--- src/rtl/hdmi_pkg.sv ---
// Shared types and timing constants for the HDMI period scheduler.
// Covers period codes, scheduler states, encoder control bundle and launch margins.
package hdmi_pkg;

    localparam int unsigned PREAMBLE_LEN    = 8;
    localparam int unsigned GUARD_LEN       = 2;
    localparam int unsigned PACKET_LEN      = 32;
    localparam int unsigned ISLAND_MARGIN   = 58;
    localparam int unsigned CONTINUE_MARGIN = 48;
    localparam int unsigned VIDEO_TRIGGER   = 10;

    localparam int unsigned BLANK_W         = 12;
    localparam int unsigned IDX_W           = $clog2(PACKET_LEN);
    localparam int unsigned TIMER_W         = 3;
    localparam int unsigned CTRL_CNT_W      = 4;
    localparam int unsigned CTRL_CNT_MAX    = 15;
    localparam int unsigned LAUNCH_CTRL_MIN = 4;
    localparam int unsigned PKT_CNT_W       = 5;

    typedef enum logic [1:0] {
        PT_CONTROL = 2'b00,
        PT_ISLAND  = 2'b01,
        PT_VIDEO   = 2'b10
    } period_t;

    typedef enum logic [2:0] {
        ST_CTRL,
        ST_DI_PRE,
        ST_DI_GB_LEAD,
        ST_DI_DATA,
        ST_DI_GB_TRAIL,
        ST_VID_PRE,
        ST_VID_GB,
        ST_VIDEO
    } state_t;

    // Encoder-facing control bundle; ctl is {CTL3,CTL2,CTL1,CTL0}
    typedef struct packed {
        period_t    period;
        logic       guard_band;
        logic [3:0] ctl;
    } enc_ctrl_t;

    function automatic enc_ctrl_t state_encoding(input state_t s);
        enc_ctrl_t e;
        e.period     = PT_CONTROL;
        e.guard_band = 1'b0;
        e.ctl        = 4'b0000;
        case (s)
            ST_DI_PRE:                    e.ctl = 4'b0101;
            ST_VID_PRE:                   e.ctl = 4'b0001;
            ST_DI_GB_LEAD, ST_DI_GB_TRAIL: begin
                e.period     = PT_ISLAND;
                e.guard_band = 1'b1;
            end
            ST_DI_DATA:                   e.period = PT_ISLAND;
            ST_VID_GB: begin
                e.period     = PT_VIDEO;
                e.guard_band = 1'b1;
            end
            ST_VIDEO:                     e.period = PT_VIDEO;
            default:                      e.period = PT_CONTROL;
        endcase
        return e;
    endfunction

endpackage

--- src/rtl/period_timer.sv ---
// Loadable down-counter timing preamble and guard-band durations.
// Load with (length - 1); done is high on the final cycle of the period.
module period_timer
    import hdmi_pkg::*;
(
    input  logic               i_clk,
    input  logic               i_rst_n,
    input  logic               i_load,
    input  logic [TIMER_W-1:0] i_load_val,
    output logic               o_done_c
);

    logic [TIMER_W-1:0] r_cnt;

    always_ff @(posedge i_clk or negedge i_rst_n) begin
        if (!i_rst_n) begin
            r_cnt <= '0;
        end else if (i_load) begin
            r_cnt <= i_load_val;
        end else if (r_cnt != '0) begin
            r_cnt <= r_cnt - TIMER_W'(1);
        end
    end

    assign o_done_c = (r_cnt == '0);

endmodule

--- src/rtl/hdmi_period_scheduler.sv ---
// Schedules HDMI control, data-island and video periods one cycle behind the
// timing generator, launching islands only when the blanking budget allows it.
module hdmi_period_scheduler
    import hdmi_pkg::*;
#(
    parameter int unsigned MAX_PACKETS = 18
) (
    input  logic               tmds_clk,
    input  logic               n_rst,
    input  logic               de,
    input  logic               hsync,
    input  logic               vsync,
    input  logic [BLANK_W-1:0] blank_remaining,
    input  logic               pkt_valid,
    output logic               pkt_ready,
    output logic [1:0]         period_type,
    output logic               guard_band,
    output logic [1:0]         ctl_ch0,
    output logic [1:0]         ctl_ch1,
    output logic [1:0]         ctl_ch2,
    output logic [IDX_W-1:0]   pkt_bit_idx,
    output logic               protocol_err
);

    state_t                r_state, w_state_next;
    logic [CTRL_CNT_W-1:0] r_ctrl_cnt, w_ctrl_cnt_next;
    logic [PKT_CNT_W-1:0]  r_pkt_cnt, w_pkt_cnt_next;
    logic [IDX_W-1:0]      r_bit_idx, w_bit_idx_next;
    logic                  w_timer_load, w_timer_done;
    logic [TIMER_W-1:0]    w_timer_val;
    logic                  w_proto_err, w_launch, w_continue, w_de_fault, w_last_bit;
    enc_ctrl_t             w_enc;
    logic                  w_pkt_ready;

    period_timer u_timer (
        .i_clk      (tmds_clk),
        .i_rst_n    (n_rst),
        .i_load     (w_timer_load),
        .i_load_val (w_timer_val),
        .o_done_c   (w_timer_done)
    );

    assign w_launch   = pkt_valid && (r_ctrl_cnt >= CTRL_CNT_W'(LAUNCH_CTRL_MIN))
                        && (blank_remaining >= BLANK_W'(ISLAND_MARGIN));
    assign w_continue = pkt_valid && (r_pkt_cnt < PKT_CNT_W'(MAX_PACKETS))
                        && (blank_remaining >= BLANK_W'(CONTINUE_MARGIN));
    assign w_last_bit = (r_bit_idx == IDX_W'(PACKET_LEN - 1));
    // Video arriving outside a video preamble is a timing-generator fault
    assign w_de_fault = de && (r_state inside {ST_CTRL, ST_DI_PRE, ST_DI_GB_LEAD,
                                               ST_DI_DATA, ST_DI_GB_TRAIL});

    always_ff @(posedge tmds_clk or negedge n_rst) begin
        if (!n_rst) begin
            r_state    <= ST_CTRL;
            r_ctrl_cnt <= '0;
            r_pkt_cnt  <= '0;
            r_bit_idx  <= '0;
        end else begin
            r_state    <= w_state_next;
            r_ctrl_cnt <= w_ctrl_cnt_next;
            r_pkt_cnt  <= w_pkt_cnt_next;
            r_bit_idx  <= w_bit_idx_next;
        end
    end

    always_comb begin
        w_state_next    = r_state;
        w_timer_load    = 1'b0;
        w_timer_val     = '0;
        w_proto_err     = 1'b0;
        w_ctrl_cnt_next = '0;
        w_pkt_cnt_next  = '0;
        w_bit_idx_next  = '0;

        if (w_de_fault) begin
            w_state_next = ST_VIDEO;
            w_proto_err  = 1'b1;
        end else begin
            case (r_state)
                ST_CTRL: begin
                    if (blank_remaining == BLANK_W'(VIDEO_TRIGGER)) begin
                        w_state_next = ST_VID_PRE;
                        w_timer_load = 1'b1;
                        w_timer_val  = TIMER_W'(PREAMBLE_LEN - 1);
                    end else if (w_launch) begin
                        w_state_next = ST_DI_PRE;
                        w_timer_load = 1'b1;
                        w_timer_val  = TIMER_W'(PREAMBLE_LEN - 1);
                    end
                end
                ST_DI_PRE: if (w_timer_done) begin
                    w_state_next = ST_DI_GB_LEAD;
                    w_timer_load = 1'b1;
                    w_timer_val  = TIMER_W'(GUARD_LEN - 1);
                end
                ST_DI_GB_LEAD: if (w_timer_done) w_state_next = ST_DI_DATA;
                ST_DI_DATA: if (w_last_bit && !w_continue) begin
                    w_state_next = ST_DI_GB_TRAIL;
                    w_timer_load = 1'b1;
                    w_timer_val  = TIMER_W'(GUARD_LEN - 1);
                end
                ST_DI_GB_TRAIL: if (w_timer_done) w_state_next = ST_CTRL;
                ST_VID_PRE: if (w_timer_done) begin
                    w_state_next = ST_VID_GB;
                    w_timer_load = 1'b1;
                    w_timer_val  = TIMER_W'(GUARD_LEN - 1);
                end
                ST_VID_GB: if (w_timer_done) w_state_next = ST_VIDEO;
                ST_VIDEO: if (!de) w_state_next = ST_CTRL;
                default: w_state_next = ST_CTRL;
            endcase
        end

        // Control-cycle counter saturates and restarts on every CTRL entry
        if ((r_state == ST_CTRL) && (w_state_next == ST_CTRL)) begin
            w_ctrl_cnt_next = (r_ctrl_cnt == CTRL_CNT_W'(CTRL_CNT_MAX))
                              ? r_ctrl_cnt : r_ctrl_cnt + CTRL_CNT_W'(1);
        end

        if (w_state_next == ST_DI_DATA) begin
            if (r_state == ST_DI_DATA) begin
                w_bit_idx_next = r_bit_idx + IDX_W'(1);
                w_pkt_cnt_next = (w_bit_idx_next == '0) ? r_pkt_cnt + PKT_CNT_W'(1) : r_pkt_cnt;
            end else begin
                w_pkt_cnt_next = PKT_CNT_W'(1);
            end
        end
    end

    always_comb begin
        w_enc       = state_encoding(w_state_next);
        w_pkt_ready = (w_state_next == ST_DI_DATA) && (w_bit_idx_next == '0);
    end

    always_ff @(posedge tmds_clk or negedge n_rst) begin
        if (!n_rst) begin
            period_type  <= PT_CONTROL;
            guard_band   <= 1'b0;
            ctl_ch0      <= 2'b00;
            ctl_ch1      <= 2'b00;
            ctl_ch2      <= 2'b00;
            pkt_ready    <= 1'b0;
            protocol_err <= 1'b0;
        end else begin
            period_type  <= w_enc.period;
            guard_band   <= w_enc.guard_band;
            ctl_ch0      <= {vsync, hsync};
            ctl_ch1      <= w_enc.ctl[1:0];
            ctl_ch2      <= w_enc.ctl[3:2];
            pkt_ready    <= w_pkt_ready;
            protocol_err <= w_proto_err;
        end
    end

    assign pkt_bit_idx = r_bit_idx;

endmodule

--- config.mk ---
export PLATFORM = sky130hd
export DESIGN_NAME = hdmi_period_scheduler
export DESIGN_NICKNAME = d
export VERILOG_FILES = /design/src/rtl/hdmi_pkg.sv /design/src/rtl/period_timer.sv /design/src/rtl/hdmi_period_scheduler.sv
export SDC_FILE = /design/constraint.sdc
export NUM_CORES = 1
export LEC_CHECK = 0
export CORE_ASPECT_RATIO = 1.1
export CORE_MARGIN = 2
export CORE_UTILIZATION = 35
export DETAILED_ROUTE_END_ITERATION = 10
export PLACE_DENSITY = 0.58
export SLEW_MARGIN = 20
export SYNTH_ARGS = -nofsm -noshare
export SYNTH_HDL_FRONTEND = slang
export SYNTH_SLANG_ARGS = --single-unit
--- constraint.sdc ---
create_clock -name tmds_clk -period 3.5 [get_ports tmds_clk]
set_input_delay 1.05 -clock tmds_clk [delete_from_list [all_inputs] [get_ports tmds_clk]]
set_output_delay 1.05 -clock tmds_clk [all_outputs]
set_load 0.05 [all_outputs]
After elaboration in Yosys (flattened, before gate mapping) --
Cells that the tools add are included.
Operators by class: multiply operators 0, bitwise gates (word level) 0, order comparisons 4, muxes and demuxes 36, shift operators 0, equal/unequal tests 19, reduce and logical (&&, ||, !) cells 21, add/subtract/negate cells 4, div/mod/pow operators 0
Operator list (number):
- 3-bit two-way mux | 15
- 5-bit two-way mux | 5
- 3-bit equality test (second input constant) | 8
- 12-bit by 6-bit greater-or-equal comparator with 1-bit output (second input constant) | 2
- 3-bit case mux with 8 select lines | 1
- 12-bit by 4-bit equality test with 1-bit output (second input constant) | 1
- 3-bit by 2-bit equality test with 1-bit output (second input constant) | 4
- 5-bit by 1-bit adder with 5-bit output (second input constant) | 2
- 5-bit logical NOT | 2
- 3-bit logical NOT | 3
- 1-bit two-way mux | 9
- 3-bit case mux with 3 select lines | 1
- 1-bit logical AND | 8
- 4-bit two-way mux | 2
- 3-bit by 1-bit equality test with 1-bit output (second input constant) | 2
- 3-bit case mux with 2 select lines | 1
- 3-bit OR reduction | 2
- 5-bit equality test (second input constant) | 1
- 5-bit < comparator (second input constant) | 1
- 5-bit nonzero test | 1
- 4-bit by 1-bit adder with 4-bit output (second input constant) | 1
- 4-bit equality test (second input constant) | 1
- 4-bit by 3-bit greater-or-equal comparator with 1-bit output (second input constant) | 1
- 2-bit case mux with 2 select lines | 1
- other kinds (8) | 9
Word-level totals: bits in writable memories 0, memories 0, input bits 18, latch bits 0, bits in read-only memories 0, register bits after elaboration 30, word-level logic and storage cells 96

Longest topological paths before layout --
Gate-level depths: netlist of run 1.
word-level depth 12, depth in mapped cells 10, mapped depth without buffers 9

Cells and area by module --
A second synthesis of run 1 with hierarchy kept.
Unflattened totals: cell total of the unflattened synthesis 166, area, all modules 1607.8 µm²
Modules (own cells, without submodules):
- hdmi_period_scheduler | cells each 145, area each 1406.3 µm², seq. area each 650.6 µm², times used 1
- period_timer | cells each 21, area each 201.4 µm², seq. area each 75.1 µm², times used 1

Least setup slack after synthesis of run 1 --
OpenSTA, ideal clock, no wires.
kind reg-to-reg, start point register r_bit_idx[1], in the netlist pkt_bit_idx[1], end point register r_ctrl_cnt[2], stages on the path, launching flop included 9, arrival time 2514 ps, library setup time 86 ps, path buffers 0, setup slack 900 ps, clock period less this slack 2600 ps, cells stage by stage dfrtp_1 -> ha_1 -> and3_1 -> ha_1 -> nor2_1 -> o221ai_1 -> o21ai_0 -> or4_1 -> nor3_1
On the way: word-level cells in the longest chain between the ends 8, elaborated cells between the ends (all ways) 9
Ends and longest elaborated chain:
- start, declared | RTL line hdmi_period_scheduler.sv:28 | logic [IDX_W-1:0] r_bit_idx, w_bit_idx_next;
- start signal, assigned | RTL line hdmi_period_scheduler.sv:62 | r_bit_idx <= w_bit_idx_next;
- 5-bit equality test (*) | RTL line hdmi_period_scheduler.sv:47 | assign w_last_bit = (r_bit_idx == IDX_W'(PACKET_LEN - 1));
- 1-bit logical AND (*) | RTL line hdmi_period_scheduler.sv:97 | ST_DI_DATA: if (w_last_bit && !w_continue) begin
- 3-bit two-way mux (*) | RTL line hdmi_period_scheduler.sv:97
- 3-bit case mux with 8 select lines (*) | RTL line hdmi_period_scheduler.sv:79 | case (r_state)
- 3-bit two-way mux (*) | RTL line hdmi_period_scheduler.sv:75 | if (w_de_fault) begin
- 3-bit logical NOT (*) | RTL line hdmi_period_scheduler.sv:115 | if ((r_state == ST_CTRL) && (w_state_next == ST_CTRL)) begin
- 1-bit logical AND (*) | RTL line hdmi_period_scheduler.sv:115
- 2-bit inequality test (no line) or 4-bit two-way mux (tied branches)
- end signal, assigned | RTL line hdmi_period_scheduler.sv:60 | r_ctrl_cnt <= w_ctrl_cnt_next;
- end, declared | RTL line hdmi_period_scheduler.sv:26 | logic [CTRL_CNT_W-1:0] r_ctrl_cnt, w_ctrl_cnt_next;
Every way passes the cells marked *; elsewhere a longest branch is shown, timed or not. A chain may end at the register's enable or synchronous reset.

==> flow_summary.json, run 1 <==
{
  "cts_resized": 0,
  "cp_common_cell": "o21ai_1",
  "max_cap_viol_count": 0,
  "startpoint_type": "primary input",
  "design.core.area_um2": 4379,
  "combPwrFrac_pct": 42.4,
  "hold_path_depth": 1,
  "drt_first_iter_violations": 54,
  "cts_hold_buf": 0,
  "post_cts_buffers": 0,
  "p_per_area_nw_per_um2": 640.3,
  "synth_top_area_cell": "dfrtp_1",
  "antenna_found_initial": 0,
  "syn_to_final_growth_pct": 26.67,
  "htreeDepth": 2,
  "grt_pass1_wl_mm": 5.671,
  "cts.clk_slew.worst_paths_ns": 0.06,
  "seqPwrFrac_pct": 36.7,
  "max_freq_ghz": 0.3540,
  "synth_cell_type_count": 52,
  "synth_top_area_share_pct": 44.96,
  "synth.ff_latch_count": 29,
  "slew_headroom_pct": 65.99,
  "synth.most_common_cell": "dfrtp_1",
  "max_stage_delay_ns": 0.56,
  "ys_seq_area_share_pct": 44.96,
  "diodes": 0,
  "arrival_ns": 3.03,
  "post-route-period-util_pct": 80.70,
  "dpl.hpwl_mm": 2.598,
  "sw_frac_of_total_pct": 39.86,
  "die_w_um": 68.75,
  "synth_area_leaders": "dfrtp_1 (45%), ha_1 (5.4%), nor2_1 (5.3%), xor2_1 (2.7%), o21ai_0 (2.2%)",
  "drive_gt1_share_pct": 10.20,
  "grt_pass1_vias": 1282,
  "startpoint": "blank_remaining[11]",
  "endpoint_kind": "flop",
  "worstSetupPathDepth": 7,
  "cts_buffer_depth": 2,
  "min-delay-start": "r_ctrl_cnt[3]",
  "synth_common_cells": "dfrtp_1 (29), nor2_1 (23), inv_1 (8)",
  "netlist_instances": 162,
  "crit_slowest_cell": "or4_1",
  "final_area_um2": 2044,
  "routed_via_density": 5.232,
  "switchingPower_w": 0.0005218,
  "hold_viol": 0,
  "start_util_pct": 36.86,
  "tns_ns": 0,
  "finalSetupViolations": 0,
  "die_area_um2": 5172,
  "vias": 1308,
  "first_pass_iters": 4,
  "cts_num_sinks": 29,
  "postRouteAntennaNets": 0,
  "grt_max_degree": 30,
  "cts_buffers": 5,
  "status": "complete, no violations",
  "dpl_cell_area_um2": 1958,
  "clkPwrFrac_pct": 20.9,
  "final_nets": 221,
  "skew_ns": 0.002117,
  "worstSetupPathType": "in2reg",
  "async_reset_ff_share_pct": 100.0,
  "critPathRequiredTime_ns": 3.71,
  "drt_wl_total_mm": 3.521,
  "crit_family": "simple AND/OR/NAND/NOR gates",
  "pin_count": 34,
  "rsz0062_at_grt": "false",
  "vdd_ir_drop_max_uv": 356.5,
  "path_cells": "clkdlybuf4s50_1, or4_1, o2111ai_1, o21ai_1, nor4_4, inv_1, o21ai_1",
  "synth_edf_count": 0,
  "p_total_w": 0.001309,
  "cts-root-buf": "clkbuf_8",
  "fp-row-count": 25,
  "path_buf_inv": 2,
  "cts_tree": "done",
  "period_needed_ns": 2.825,
  "drt-wirelength-per-cell_um": 14.08,
  "fin_util_pct": 46.69,
  "drt_drc_violations_left": 0,
  "p_int_w": 0.0007872,
  "synth.cell_area_um2": 1614,
  "cp_max_fo": 5,
  "slew_violations": 0,
  "synthFlopType": "dfrtp_1",
  "reg2reg_depth": 8,
  "tightest_slew_ns": 0.5086,
  "fillers": 427,
  "yosysWarningCount": 0,
  "reg2reg_from": "pkt_bit_idx[1]",
  "min_path_type": "reg2reg",
  "p_leak_nw": 0.8727,
  "gp_congestion": 0.8177,
  "grt_usage_pct": 14.97,
  "grt_overflow_total": 0,
  "portBuffers": 31,
  "synth.avg_cell_area_um2": 9.963,
  "clock_latency_ns": 0.27,
  "die_h_um": 75.23
}
[metal layers]
layer / GRT usage, % / vias up / wire [um]
met4: 4.575 / 0 / 0
li1: - / 646 / -
met3: 4.185 / 0 / 191
met1: 16.70 / 626 / 1541
met5: 0 / - / 0
met2: 27.35 / 36 / 1788
[cell type report]
cell class	count	area, um^2	share of cell area [%]
clock buffer	7	86.33	4.223
inverter	8	30.03	1.469
multi-input combinational	120	817.0	39.96
sequential	29	725.7	35.50
tap	54	67.56	3.305
timing repair buffer	32	317.8	15.54
[stage by stage]
stage	worst slack (ns)	cells	hold WS [ns]
after global routing	0.5390	250	0.5979
after detailed placement	0.3791	243	0.5417
after CTS	0.6638	250	0.5480
after global placement	0.4755	243	0.5111
after floorplan	0.9001	163	0.4875
final	0.6754	250	0.5536
[worst reg2reg max path, stage by stage, from the launching register on]
cell and delay (ns):
dfrtp_1 0.47, ha_1 0.27, and3_1 0.18, ha_1 0.27
nor2_1 0.06, o221ai_1 0.16, o21ai_0 0.20, or4_1 0.63
a211oi_1 0.22
[power groups by stage]
stage                     Combinational, W  Sequential, W  Clock [W]
after global routing              0.000607       0.000490   0.000299
final                             0.000555       0.000480   0.000274
after CTS                         0.000564       0.000480   0.000287
after global placement            0.000547       0.000478          0
after detailed placement          0.000562       0.000485          0
after floorplan                   0.000326       0.000575          0
[cell families after synthesis]
logic type	share of synthesized area (%)
muxes	0.6202
other	0.2323
buffers and inverters	4.651
and+or+nand+nor	23.18
xor gates and xnor gates	4.883
adders and majority gates	5.426
AOI/OAI and AO/OA	16.05
DFF	44.96
[path summary, 6_finish.rpt]
check                                      end  slack [ns]
max in group asynchronous           ctl_ch0[0]        2.06
min in group asynchronous       pkt_bit_idx[3]        1.15
worst min-delay path             r_ctrl_cnt[3]        0.55
worst min register to register   r_ctrl_cnt[3]        0.55
worst max-delay path            period_type[0]        0.68
worst max register to register   r_ctrl_cnt[3]        0.94
[registers in the layout, summed over array words and instances, names as in the netlist]
name,flops
period_type,2
pkt_bit_idx,5
r_state,3
ctl_ch2,1
guard_band,1
r_ctrl_cnt,4
pkt_ready,1
r_pkt_cnt,5
ctl_ch0,2
u_timer.r_cnt,3
protocol_err,1
ctl_ch1,1
[cell usage in the layout (no fill, tap or decap), types with 5 or more instances in the layout]
master,instances
o21ai_0,7
xor2_1,5
clkbuf_8,6
clkdlybuf4s50_1,31
inv_1,8
a21oi_1,5
nor2_1,23
nand3_1,6
ha_1,7
nand2_1,7
dfrtp_1,29
No activity file was read; power rests on OpenSTA's default activity.
==> inputs of run 2 (changes only) <==
==> constraint.sdc (replaced) <==
create_clock -name tmds_clk -period 2.8 [get_ports tmds_clk]
set_input_delay 0.84 -clock tmds_clk [delete_from_list [all_inputs] [get_ports tmds_clk]]
set_output_delay 0.84 -clock tmds_clk [all_outputs]
set_load 0.05 [all_outputs]
==> run 2 against run 1 <==
Count of clock-buffer cells in the layout is the same. Register-to-register slack lost 0.60 ns. Non-clock buffer count grew 12. Clock skew grew 0.0039 ns. Via count grew 5.1%. Critical path depth is the same. Die area is the same. Wire length grew 3.6%. First-iteration DRC count grew 39%. Critical path type unchanged. Largest cell class unchanged.
==> flow_summary.json, run 2 (same netlist as run 1, synthesis figures left out) <==
{
  "post-route-period-util_pct": 90.42,
  "setup_ws_ns": 0.2684,
  "pin_count": 34,
  "die_w_um": 68.75,
  "tightest_slew_ns": 0.5046,
  "place_ws_ns": -0.04321,
  "cts_buffers": 5,
  "grt_overflow_total": 0,
  "arrival_ns": 2.74,
  "max_cap_viol_count": 0,
  "path_buf_inv": 2,
  "instances_no_fill": 263,
  "postRouteAntennaNets": 0,
  "cp_max_fo": 4,
  "crit_family": "simple AND/OR/NAND/NOR gates",
  "grt_pass1_vias": 1462,
  "design.core.area_um2": 4379,
  "drive_gt1_share_pct": 16.27,
  "max_stage_delay_ns": 0.56,
  "max_freq_ghz": 0.3950,
  "final_nets": 233,
  "reg2reg_from": "pkt_bit_idx[0]",
  "gp_congestion": 0.8396,
  "layout_common_cells": "clkdlybuf4s50_1 (31), dfrtp_1 (29), nor2_1 (23), buf_4 (13), inv_1 (8)",
  "slew_violations": 0,
  "slew_headroom_pct": 66.26,
  "vdd_ir_drop_max_uv": 309.7,
  "die_h_um": 75.23,
  "cts-root-buf": "clkbuf_8",
  "post_cts_buffers": 0,
  "p_leak_nw": 0.9402,
  "startpoint_type": "primary input",
  "htreeDepth": 2,
  "vias": 1375,
  "p_per_area_nw_per_um2": 814.6,
  "cts_buffer_depth": 2,
  "syn_to_final_growth_pct": 33.18,
  "drt_drc_violations_left": 0,
  "min_path_type": "reg2reg",
  "dpl.cell_count": 255,
  "routed_via_density": 5.228,
  "rsz0062_at_grt": "false",
  "cts_num_sinks": 29,
  "skew_ns": 0.005982,
  "drt-wirelength-per-cell_um": 13.87,
  "p_total_w": 0.001751,
  "antenna_found_initial": 0,
  "hold_viol": 0,
  "diodes": 0,
  "start_util_pct": 36.86,
  "grt_pass1_wl_mm": 6.265,
  "period_needed_ns": 2.532,
  "cts_tree": "done",
  "first_pass_iters": 4,
  "crit_slowest_cell": "or4_1",
  "grt_max_degree": 30,
  "layout_commonest_cell": "clkdlybuf4s50_1",
  "worstSetupPathType": "in2reg",
  "startpoint": "blank_remaining[11]",
  "endpoint_kind": "flop",
  "status": "complete, no violations",
  "finalSetupViolations": 0,
  "grt_usage_pct": 16.40,
  "drt_wl_total_mm": 3.648,
  "die_area_um2": 5172,
  "drt_first_iter_violations": 75,
  "cts_hold_buf": 0,
  "fp-row-count": 25,
  "clock_latency_ns": 0.28,
  "min-delay-start": "r_ctrl_cnt[3]",
  "cts.clk_slew.worst_paths_ns": 0.07,
  "dpl.hpwl_mm": 2.738,
  "cts_resized": 0,
  "path_cells": "clkdlybuf4s50_1, or4_1, o2111ai_1, buf_4, o21ai_2, or2_2, o21ai_1",
  "critPathRequiredTime_ns": 3.01,
  "portBuffers": 31
}
## run 2: changes by cell type in the layout (fill, tap and decap cells not counted), sizes merged
cell	before	now
buf	1	13
clkinv	0	1
## run 2: where the power goes
group	internal, W	switching (W)
Sequential	0.000514	0.0000848
Combinational	0.000335	0.000433
Clock	0.000222	0.000161
## run 2: area by class of cell
| cell class | count | area (um^2) |
|---|---|---|
| timing repair buffer | 44 | 407.9 |
| fill | 412 | 2230 |
| sequential | 29 | 725.7 |
| clock inverter | 1 | 5.005 |
| clock buffer | 7 | 96.34 |
| tap | 54 | 67.56 |
| inverter | 8 | 30.03 |
| multi-input combinational | 120 | 817.0 |
## run 2: worst paths after layout
check,slack (ns),end,cells past startpoint
setup reg to reg,0.34,r_ctrl_cnt[3],8
max in group asynchronous,1.58,ctl_ch0[0],2
hold reg to reg,0.55,r_ctrl_cnt[3],1
hold / removal,0.55,r_ctrl_cnt[3],1
setup / recovery,0.27,period_type[0],7
min in group asynchronous,0.94,pkt_bit_idx[3],2
## run 2: layer usage
layer	vias to the layer above	routed length, um	track usage, %
li1	667	-	-
met1	669	1540	18.49
met2	32	1849	29.06
met3	7	206	4.634
met4	0	53	6.318
met5	-	0	0
## run 2: through the flow
stage	hold slack [ns]	TNS, ns	utilization, %	area (um^2)
after CTS	0.5496	0	49.09	2150
final	0.5500	0	49.09	2150
after global routing	0.5720	0	49.09	2150
after detailed placement	0.5429	-0.09176	46.77	2048
after global placement	0.5088	0	46.77	2048
after floorplan	0.4875	0	-	1618
